===== src/rtl/useq_fetch_decode_pkg.sv =====
// Shared types and constants for the fetch/decode micro-sequencer:
// state encoding, opcodes, source-select codes and the control bundle.
package useq_fetch_decode_pkg;

   localparam int IR_W = 16;

   typedef enum logic [2:0] {
      ST_RST     = 3'd0,
      ST_FETCH_A = 3'd1,
      ST_FETCH_W = 3'd2,
      ST_DECODE  = 3'd3,
      ST_EXEC1   = 3'd4,
      ST_EXEC2   = 3'd5,
      ST_EXEC3   = 3'd6,
      ST_HALT    = 3'd7
   } state_t;

   localparam logic [6:0] OPC_NOP  = 7'h00;
   localparam logic [6:0] OPC_MOV  = 7'h01;
   localparam logic [6:0] OPC_ADD  = 7'h02;
   localparam logic [6:0] OPC_SUB  = 7'h03;
   localparam logic [6:0] OPC_HALT = 7'h7F;

   localparam logic [1:0] SEL_USEQ = 2'b00;
   localparam logic [1:0] SEL_OP0  = 2'b01;
   localparam logic [1:0] SEL_OP1  = 2'b10;
   localparam logic [1:0] SEL_OP2  = 2'b11;

   localparam logic LD_USEQ = 1'b0;
   localparam logic LD_OP0  = 1'b1;

   typedef struct packed {
      logic       mem_read;
      logic       pc_inc;
      logic       oe;
      logic       load;
      logic [1:0] oe_sel;
      logic       load_sel;
      logic [2:0] sel_oe_reg;
      logic       alu_a_load;
      logic       alu_b_load;
      logic       alu_result_oe;
      logic       alu_func;
      logic       illegal;
      logic       halted;
   } ctrl_t;

   function automatic logic is_alu(input logic [6:0] opc);
      return (opc == OPC_ADD) || (opc == OPC_SUB);
   endfunction

   function automatic logic is_legal(input logic [6:0] opc);
      return (opc == OPC_NOP) || (opc == OPC_MOV) || is_alu(opc) || (opc == OPC_HALT);
   endfunction

endpackage


===== src/rtl/useq_fetch_decode_if.sv =====
// Memory handshake and register-selector / ALU control bundle between the
// micro-sequencer (master) and its environment (slave).
interface useq_fetch_decode_if;

   logic [15:0] memData;
   logic        memReady;
   logic        memRead;
   logic        pcInc;
   logic        oe;
   logic        load;
   logic [1:0]  oeSourceSel;
   logic        loadSourceSel;
   logic [2:0]  useqRegSelOE;
   logic [2:0]  useqRegSelLoad;
   logic [2:0]  op0;
   logic [2:0]  op1;
   logic [2:0]  op2;
   logic        aluALoad;
   logic        aluBLoad;
   logic        aluResultOE;
   logic        aluFunc;
   logic        illegal;
   logic        halted;

   modport master (
      input  memData, memReady,
      output memRead, pcInc, oe, load, oeSourceSel, loadSourceSel,
             useqRegSelOE, useqRegSelLoad, op0, op1, op2,
             aluALoad, aluBLoad, aluResultOE, aluFunc, illegal, halted
   );

   modport slave (
      output memData, memReady,
      input  memRead, pcInc, oe, load, oeSourceSel, loadSourceSel,
             useqRegSelOE, useqRegSelLoad, op0, op1, op2,
             aluALoad, aluBLoad, aluResultOE, aluFunc, illegal, halted
   );

endinterface


===== src/rtl/useq_fetch_decode_out_decode.sv =====
// Purely combinational Moore decode of sequencer state and latched opcode
// into register-selector and ALU control strobes.
module useq_out_decode
   import useq_fetch_decode_pkg::*;
#(
   parameter int PC_REG = 7,
   parameter int OPC_W  = 7
) (
   input  state_t           state,
   input  logic [OPC_W-1:0] opcode,
   output ctrl_t            ctrl
);

   always_comb begin
      ctrl          = '0;
      ctrl.oe_sel   = SEL_USEQ;
      ctrl.load_sel = LD_USEQ;
      unique case (state)
         ST_FETCH_A, ST_FETCH_W: begin
            ctrl.oe         = 1'b1;
            ctrl.sel_oe_reg = 3'(PC_REG);
            ctrl.mem_read   = 1'b1;
         end
         ST_DECODE: begin
            ctrl.pc_inc  = 1'b1;
            ctrl.illegal = !is_legal(opcode);
         end
         ST_EXEC1: begin
            ctrl.oe     = 1'b1;
            ctrl.oe_sel = SEL_OP1;
            if (opcode == OPC_MOV) begin
               ctrl.load     = 1'b1;
               ctrl.load_sel = LD_OP0;
            end else if (is_alu(opcode)) begin
               ctrl.alu_a_load = 1'b1;
               ctrl.alu_func   = opcode[0];
            end
         end
         ST_EXEC2: begin
            ctrl.oe         = 1'b1;
            ctrl.oe_sel     = SEL_OP2;
            ctrl.alu_b_load = 1'b1;
            ctrl.alu_func   = opcode[0];
         end
         // Result write-back: the bus carries the ALU, so no register OE.
         ST_EXEC3: begin
            ctrl.alu_result_oe = 1'b1;
            ctrl.load          = 1'b1;
            ctrl.load_sel      = LD_OP0;
            ctrl.alu_func      = opcode[0];
         end
         ST_HALT: ctrl.halted = 1'b1;
         default: ;
      endcase
   end

endmodule


===== src/rtl/useq_fetch_decode.sv =====
// Fetch/decode micro-sequencer: fetches via the PC register, latches the
// instruction word and steps the execute FSM driving the register selector.
module useq_fetch_decode
   import useq_fetch_decode_pkg::*;
#(
   parameter int PC_REG = 7,
   parameter int OPC_W  = 7
) (
   input  logic                clock,
   input  logic                notReset,
   useq_fetch_decode_if.master bus
);

   state_t            state_q, state_d;
   logic [IR_W-1:0]   ir_q, ir_d;
   logic [OPC_W-1:0]  opcode;
   ctrl_t             ctrl;

   assign opcode = ir_q[IR_W-1 -: OPC_W];

   always_ff @(posedge clock or negedge notReset) begin
      if (!notReset) begin
         state_q <= ST_RST;
         ir_q    <= '0;
      end else begin
         state_q <= state_d;
         ir_q    <= ir_d;
      end
   end

   always_comb begin
      state_d = state_q;
      ir_d    = ir_q;
      unique case (state_q)
         ST_RST:     state_d = ST_FETCH_A;
         ST_FETCH_A: state_d = ST_FETCH_W;
         // No timeout: a memory that never answers parks the sequencer here.
         ST_FETCH_W: begin
            if (bus.memReady) begin
               ir_d    = bus.memData;
               state_d = ST_DECODE;
            end
         end
         ST_DECODE: begin
            if (opcode == OPC_HALT)
               state_d = ST_HALT;
            else if ((opcode == OPC_MOV) || is_alu(opcode))
               state_d = ST_EXEC1;
            else
               state_d = ST_FETCH_A;
         end
         ST_EXEC1:   state_d = is_alu(opcode) ? ST_EXEC2 : ST_FETCH_A;
         ST_EXEC2:   state_d = ST_EXEC3;
         ST_EXEC3:   state_d = ST_FETCH_A;
         ST_HALT:    state_d = ST_HALT;
         default:    state_d = ST_RST;
      endcase
   end

   useq_out_decode #(
      .PC_REG (PC_REG),
      .OPC_W  (OPC_W)
   ) u_out_decode (
      .state  (state_q),
      .opcode (opcode),
      .ctrl   (ctrl)
   );

   assign bus.memRead        = ctrl.mem_read;
   assign bus.pcInc          = ctrl.pc_inc;
   assign bus.oe             = ctrl.oe;
   assign bus.load           = ctrl.load;
   assign bus.oeSourceSel    = ctrl.oe_sel;
   assign bus.loadSourceSel  = ctrl.load_sel;
   assign bus.useqRegSelOE   = ctrl.sel_oe_reg;
   assign bus.useqRegSelLoad = 3'd0;
   assign bus.aluALoad       = ctrl.alu_a_load;
   assign bus.aluBLoad       = ctrl.alu_b_load;
   assign bus.aluResultOE    = ctrl.alu_result_oe;
   assign bus.aluFunc        = ctrl.alu_func;
   assign bus.illegal        = ctrl.illegal;
   assign bus.halted         = ctrl.halted;
   assign bus.op0            = ir_q[8:6];
   assign bus.op1            = ir_q[5:3];
   assign bus.op2            = ir_q[2:0];

endmodule


===== src/flat_wrapper.sv =====
// flat-port wrapper written by rule: the top's interface ports become plain ports
module useq_fetch_decode_flat import useq_fetch_decode_pkg::*;
#(
   parameter int PC_REG = 7,
   parameter int OPC_W  = 7
)
  (clock, notReset, bus_memData, bus_memReady, bus_memRead, bus_pcInc, bus_oe, bus_load, bus_oeSourceSel, bus_loadSourceSel, bus_useqRegSelOE, bus_useqRegSelLoad, bus_op0, bus_op1, bus_op2, bus_aluALoad, bus_aluBLoad, bus_aluResultOE, bus_aluFunc, bus_illegal, bus_halted);
  useq_fetch_decode_if bus_i ();
  input  logic clock;
  input  logic notReset;
  input wire logic [$bits(bus_i.memData)-1:0] bus_memData;
  input wire logic [$bits(bus_i.memReady)-1:0] bus_memReady;
  output wire logic [$bits(bus_i.memRead)-1:0] bus_memRead;
  output wire logic [$bits(bus_i.pcInc)-1:0] bus_pcInc;
  output wire logic [$bits(bus_i.oe)-1:0] bus_oe;
  output wire logic [$bits(bus_i.load)-1:0] bus_load;
  output wire logic [$bits(bus_i.oeSourceSel)-1:0] bus_oeSourceSel;
  output wire logic [$bits(bus_i.loadSourceSel)-1:0] bus_loadSourceSel;
  output wire logic [$bits(bus_i.useqRegSelOE)-1:0] bus_useqRegSelOE;
  output wire logic [$bits(bus_i.useqRegSelLoad)-1:0] bus_useqRegSelLoad;
  output wire logic [$bits(bus_i.op0)-1:0] bus_op0;
  output wire logic [$bits(bus_i.op1)-1:0] bus_op1;
  output wire logic [$bits(bus_i.op2)-1:0] bus_op2;
  output wire logic [$bits(bus_i.aluALoad)-1:0] bus_aluALoad;
  output wire logic [$bits(bus_i.aluBLoad)-1:0] bus_aluBLoad;
  output wire logic [$bits(bus_i.aluResultOE)-1:0] bus_aluResultOE;
  output wire logic [$bits(bus_i.aluFunc)-1:0] bus_aluFunc;
  output wire logic [$bits(bus_i.illegal)-1:0] bus_illegal;
  output wire logic [$bits(bus_i.halted)-1:0] bus_halted;
  assign bus_i.memData = bus_memData;
  assign bus_i.memReady = bus_memReady;
  assign bus_memRead = bus_i.memRead;
  assign bus_pcInc = bus_i.pcInc;
  assign bus_oe = bus_i.oe;
  assign bus_load = bus_i.load;
  assign bus_oeSourceSel = bus_i.oeSourceSel;
  assign bus_loadSourceSel = bus_i.loadSourceSel;
  assign bus_useqRegSelOE = bus_i.useqRegSelOE;
  assign bus_useqRegSelLoad = bus_i.useqRegSelLoad;
  assign bus_op0 = bus_i.op0;
  assign bus_op1 = bus_i.op1;
  assign bus_op2 = bus_i.op2;
  assign bus_aluALoad = bus_i.aluALoad;
  assign bus_aluBLoad = bus_i.aluBLoad;
  assign bus_aluResultOE = bus_i.aluResultOE;
  assign bus_aluFunc = bus_i.aluFunc;
  assign bus_illegal = bus_i.illegal;
  assign bus_halted = bus_i.halted;
  useq_fetch_decode #(.PC_REG(PC_REG), .OPC_W(OPC_W)) u_core (.clock(clock), .notReset(notReset), .bus(bus_i));
endmodule

===== config.mk =====
export PLATFORM = sky130hd
export DESIGN_NAME = useq_fetch_decode_flat
export DESIGN_NICKNAME = d
export VERILOG_FILES = /design/src/rtl/useq_fetch_decode_pkg.sv /design/src/rtl/useq_fetch_decode_if.sv /design/src/rtl/useq_fetch_decode_out_decode.sv /design/src/rtl/useq_fetch_decode.sv /design/src/flat_wrapper.sv
export SDC_FILE = /design/constraint.sdc
export NUM_CORES = 1
export LEC_CHECK = 0
export BUFFER_PORTS_ARGS = -buffer_cell sky130_fd_sc_hd__buf_2
export CAP_MARGIN = 15
export CORE_MARGIN = 1
export CORE_UTILIZATION = 47
export DETAILED_ROUTE_END_ITERATION = 10
export PLACE_DENSITY_LB_ADDON = 0.15
export SETUP_SLACK_MARGIN = 0.02
export SYNTH_ARGS = -nofsm -noshare
export SYNTH_HDL_FRONTEND = slang
export SYNTH_SLANG_ARGS = --single-unit
export TNS_END_PERCENT = 50

===== constraint.sdc =====
create_clock -name clock -period 1.9 [get_ports clock]
set_clock_uncertainty 0.05 [all_clocks]
set_input_delay 0.095 -clock clock [delete_from_list [all_inputs] [get_ports clock]]
set_output_delay 0.095 -clock clock [all_outputs]
set_load 0.005 [all_outputs]

==> results of run 1 <==
==> cell usage after synthesis <==
| master | instances |
|---|---|
| a21oi_1 | 2 |
| a311oi_1 | 1 |
| a31oi_1 | 1 |
| a32oi_1 | 1 |
| and2_1 | 1 |
| and2b_1 | 1 |
| and4bb_1 | 1 |
| buf_12 | 1 |
| buf_2 | 1 |
| buf_4 | 17 |
| buf_6 | 2 |
| clkbuf_1 | 1 |
| conb_1 | 1 |
| dfrtp_1 | 19 |
| inv_1 | 3 |
| mux2_2 | 7 |
| mux2_4 | 8 |
| nand2_1 | 3 |
| nand2b_1 | 1 |
| nand3_1 | 2 |
| nand4_1 | 1 |
| nor2_1 | 8 |
| nor3_1 | 3 |
| nor3_4 | 1 |
| nor3b_1 | 1 |
| nor4_1 | 1 |
| nor4_4 | 1 |
| nor4b_1 | 1 |
| o21ai_0 | 2 |
| o21ai_1 | 1 |
| or3_4 | 1 |
| xnor2_1 | 1 |
==> final cells by class <==
class / instances / share of cell area, %
flip-flops and latches: 19 / 33.39
repair buffers: 63 / 29.53
inverters: 3 / 0.7909
multi-input cells: 54 / 31.90
well taps: 28 / 2.460
clock inverters: 1 / 0.3515
clock buffers: 3 / 1.582
==> cells in the final DEF (no fill, tap or decap), drive strengths merged <==
cell	n
nand2b	1
and4bb	1
o21ai	3
nor2	8
mux2	15
dfrtp	19
conb	3
buf	46
a311oi	1
and2	1
nor3	4
clkbuf	3
nand2	3
nand3	2
a31oi	1
a21oi	2
xnor2	1
dlygate4sd3	17
or3	1
nor4b	1
nor3b	1
nor4	2
a32oi	1
clkinv	1
and2b	1
nand4	1
inv	3
==> sequential cells by signal, summed over array words and instances, names as in the netlist <==
| name | cells |
|---|---|
| u_core.state_q | 3 |
| u_core.ir_q | 16 |
==> power by group <==
group	total [W]	internal (W)	switching (W)
combinational	0.000995	0.000587	0.000408
clock	0.000198	0.0000782	0.000120
sequential	0.000811	0.000607	0.000204
total	0.00200	0.00127	0.000732
==> critical path, stage by stage (launching register included) <==
cell and delay (ns):
dfrtp_1 0.41, or3_4 0.42, nor3_4 0.18, a31oi_1 0.13, nor3_2 0.14, buf_2 0.14
==> through the flow <==
step	TNS, ns	hold slack, ns	utilization (%)
final	0	0.1725	64.37
after global routing	-0.2252	0.1733	64.37
after CTS	0	0.1715	63.80
after detailed placement	0	0.005205	54.64
after global placement	0	0.003435	54.64
after floorplan	0	-0.2506	-
==> final timing paths <==
| path | startpoint | endpoint | slack (ns) |
|---|---|---|---|
| max reg2reg | u_core.state_q[2]$_DFFE_PN0P_ | u_core.ir_q[14]$_DFFE_PN0P_ | 0.36 |
| min | bus_memReady | u_core.state_q[0]$_DFFE_PN0P_ | 0.17 |
| max in group asynchronous | notReset | u_core.state_q[1]$_DFFE_PN0P_ | 1.29 |
| min in group asynchronous | notReset | u_core.ir_q[4]$_DFFE_PN0P_ | 0.21 |
| max | u_core.ir_q[12]$_DFFE_PN0P_ | bus_load | 0.04 |
| min reg2reg | u_core.ir_q[1]$_DFFE_PN0P_ | u_core.ir_q[1]$_DFFE_PN0P_ | 0.46 |
==> metal layers <==
layer / vias to the layer above / share of wire, %
li1: 409 / -
met1: 392 / 44
met2: 32 / 50
met3: 2 / 4.9
met4: 0 / 0.78
met5: - / 0
==> logic make-up (layout without fill, tap and decap cells) <==
logic type | after synthesis | count (layout) | synth area share [%]
AO/OA/AOI/OAI | 8 | 8 | 4.427
XOR/XNOR | 1 | 1 | 0.7947
multiplexers | 15 | 15 | 18.05
AND/OR/NAND/NOR | 27 | 27 | 16.01
buffers and inverters | 25 | 70 | 17.25
other | 1 | 3 | 0.3402
flip-flops | 19 | 19 | 43.13
==> timing repair <==
action | 4_1_cts | 5_1_grt
gates resized for setup | 1 | 1
buffers inserted | 0 | 1
endpoints found under the setup margin | 2 | 4
hold buffers | 17 | 0
endpoints found under the hold margin | 35 | 0
==> flow_summary.yaml, run 1 <==
outcome:
  outcome: "complete, no violations"
yosys:
  synth_area_per_cell_um2: 11.48
  synthTopCellsByArea: "dfrtp_1 43%, buf_4 12%, mux2_4 11%, mux2_2 7.2%, nor2_1 2.7%"
  netlist.area_leader.share_pct: 43.13
  yosysUniqueCellTypes: 32
  yosysWarnings: 0
  synthCells: 96
  ys_seq_area_share_pct: 43.13
  netlist_area_mm2: 0.001102
  synth_seq_cells: 19
  synth_top_area_cell: "dfrtp_1"
die:
  ios: 47
  coreArea_mm2: 0.002212
  die_h_um: 50.43
  rows: 17
  dieArea_mm2: 0.002543
  die_w_um: 50.43
  start_util_pct: 49.83
sta:
  max_freq_mhz: 537.0
  rsz0062_at_grt: "yes"
  period_share_pct: 98.01
  hold_violations: 0
  setup_viol: 0
  fin_ws_ns: 0.03773
  period_minus_slack_ns: 1.862
  drv_slew: 0
pwr:
  p_leak_nw: 0.6903
  max-vdd-ir-drop_mv: 0.7354
  powerDensity_mw_per_mm2: 1407
  total_power_w: 0.002004
clocking:
  cts_buffers: 3
  cts.path.max_buffers: 2
  clk_pin_slew_ns: 0.10
  clockRootBuffer: "clkbuf_4"
  cts_tree: "done"
  htreeDepth: 1
  clock_latency_ns: 0.29
  cts_sinks: 19
routing:
  wirelength_um: 2057
  detailedRoute.firstIterationViolations: 10
  via_per_inst: 4.883
  wire_per_inst_um: 12.03
  route.vias.total: 835
  drt.antenna.violating_nets: 0
  drtPass1Iterations: 4
  drc: 0
flow_run:
  cap_violations: 0
finish:
  design_area_mm2: 0.001424
  fin_cells: 171
  nets: 163
  drive_gt1_share_pct: 48.95
  regArea_um2: 475.5
  multi_input_area_um2: 454.2
  antenna_cells: 0
  syn_to_final_growth_pct: 29.17
  n_fill_cell: 190
global_route:
  grt_remaining_overflow: 0
  antenna_found_initial: 0
  use_met2_pct: 33.78
  grt_pass1_wl_um: 3484
  gr-usage-all-layers_pct: 18.56
  grt_max_degree: 20
  busiest_layer: "met2"
  grtUsageMet1_pct: 21.21
  first_global_vias: 796
  gr-usage-met3_pct: 2.727
critical_path:
  critPathMaxFanout: 4
  end_kind: "output port"
  reg2reg_depth: 3
  required_ns: 1.75
  critPathKind: "reg2out"
  critical_path.startpoint_type: "register"
  cp.arrival_ns: 1.72
worst_hold_path:
  hp-class: "in2reg"
  whs_path_depth: 3
placement:
  place_congestion: 0.7446
  pre_cts_slack_ns: 0.2881
  place_area_mm2: 0.001209
  place_inst: 149
  dp_hpwl_um: 1301
  numPortBuffers: 43
No activity file was read; power rests on OpenSTA's default activity.
==> inputs of run 2 (changes only) <==
- CORE_UTILIZATION: 47 -> 30
- CTS_BUF_LIST: default -> sky130_fd_sc_hd__clkbuf_4 sky130_fd_sc_hd__clkbuf_8
==> flow_summary.yaml, run 2 (synthesized netlist as in run 1, its figures left out) <==
placement:
  numPortBuffers: 43
  pre_cts_slack_ns: 0.3106
  dp_hpwl_um: 1498
  place_congestion: 0.7583
sta:
  setup_viol: 2
  hold_violations: 0
  drv_slew: 0
  period_minus_slack_ns: 1.901
  period_share_pct: 100.1
  rsz0062_at_grt: "yes"
  max_freq_mhz: 525.9
  finalSetupTns_ns: -0.002387
  fin_ws_ns: -0.001358
critical_path:
  end_kind: "output port"
  critPathMaxFanout: 4
  cp.arrival_ns: 1.76
  critPathKind: "reg2out"
  required_ns: 1.75
  critical_path.startpoint_type: "register"
clocking:
  clock_latency_ns: 0.29
  cts.path.max_buffers: 2
  htreeDepth: 1
  cts_sinks: 19
  cts_setup_buffers: 0
  cts_buffers: 3
  clockRootBuffer: "clkbuf_4"
  cts_tree: "done"
  clk_pin_slew_ns: 0.10
outcome:
  outcome: "finished, violations left"
  failed_checks: "setup timing"
pwr:
  p_int_w: 0.001293
  switching_share_pct: 35.92
  max-vdd-ir-drop_mv: 0.5017
  p_sw_w: 0.0007245
  powerDensity_mw_per_mm2: 1398
  p_comb_share_pct: 50.3
  clkPwrFrac_pct: 10.5
  pwr-share-seq_pct: 39.2
  p_leak_nw: 0.6903
global_route:
  gr-usage-all-layers_pct: 11.52
  grt_max_degree: 20
  first_global_vias: 794
  grt_pass1_wl_um: 3567
  gr-usage-met3_pct: 3.650
  busiest_layer: "met2"
  use_met2_pct: 19.29
  grtUsageMet1_pct: 14.01
  antenna_found_initial: 0
  grt_remaining_overflow: 0
finish:
  final_common_cell: "buf_2"
  nets: 163
  syn_to_final_growth_pct: 30.87
  multi_input_area_um2: 447.9
  mostFrequentLayoutCells: "43 x buf_2, 19 x dfrtp_1, 17 x dlygate4sd3_1"
  reg_top3: "u_core.ir_q x16, u_core.state_q x3"
  largest_reg_flops: 16
  n_fill_cell: 352
  drive_gt1_share_pct: 48.25
  antenna_cells: 0
  fin_util_pct: 42.23
  regArea_um2: 475.5
  largest-register: "u_core.ir_q"
die:
  die_w_um: 62.62
  die_h_um: 62.62
  dieArea_mm2: 0.003921
  start_util_pct: 32.27
  coreArea_mm2: 0.003416
  rows: 21
  ios: 47
routing:
  wirelength_um: 2061
  drtPass1Iterations: 4
  detailedRoute.firstIterationViolations: 28
  drc: 0
  via_per_inst: 4.307
  route.vias.total: 814
  wire_per_inst_um: 10.90
  drt.antenna.violating_nets: 0
worst_hold_path:
  hp-class: "in2reg"
flow_run:
  cap_violations: 0
-- run 2: power by group through the flow --
stage,logic (W),clock network [W],registers (W)
2_1_floorplan,0.000929,0,0.000743
3_3_place_gp,0.000983,0,0.000790
3_5_place_dp,0.000991,0,0.000803
4_1_cts,0.00102,0.000226,0.000793
5_1_grt,0.00111,0.000244,0.000826
6_report,0.00101,0.000213,0.000790
-- run 2: cell type report --
cell class	count	area share, %
flip-flops and latches	19	32.96
inverters	3	0.7806
repair buffers	63	29.14
well taps	46	3.990
multi-input cells	54	31.05
clock buffers	4	2.082
-- run 2: stage by stage --
step,power (W),hold WS [ns],area [µm²],cells
after detailed placement,0.001794,0.007487,1239,168
after global routing,0.002181,0.2267,1443,189
after CTS,0.002040,0.2024,1439,189
after floorplan,0.001671,-0.2506,1110,98
final,0.002017,0.1934,1443,189
after global placement,0.001774,0.009348,1239,168
-- run 2: worst max-delay path: stages, from the launching register on --
cell and delay, ns:
dfrtp_1 0.40, or3_4 0.42, nor3_4 0.19, a31oi_1 0.11, nor3_1 0.19, buf_2 0.15
-- run 2: routing by layer --
layer | up-vias | routed length, µm | share of wire, %
li1 | 404 | - | -
met4 | 0 | 0 | 0
met3 | 0 | 124 | 6.0
met1 | 378 | 940 | 46
met5 | - | 0 | 0
met2 | 32 | 996 | 48
-- run 2: path summary, 6_finish.rpt --
check	start	end	slack, ns	cells past startpoint
max	u_core.ir_q[12]$_DFFE_PN0P_	bus_load	-0.001	5
min	bus_memReady	u_core.state_q[0]$_DFFE_PN0P_	0.19	3
max reg2reg	u_core.state_q[1]$_DFFE_PN0P_	u_core.ir_q[0]$_DFFE_PN0P_	0.42	3
min reg2reg	u_core.ir_q[8]$_DFFE_PN0P_	u_core.ir_q[8]$_DFFE_PN0P_	0.46	1
max in group asynchronous	notReset	u_core.ir_q[1]$_DFFE_PN0P_	1.30	2
min in group asynchronous	notReset	u_core.ir_q[6]$_DFFE_PN0P_	0.21	2
-- run 2: what timing repair did --
| action | 4_1_cts | 5_1_grt |
|---|---|---|
| hold buffers | 17 | 0 |
| gates resized for setup | 0 | 1 |
| endpoints found under the hold margin | 35 | 0 |
| setup endpoints to repair | 2 | 4 |
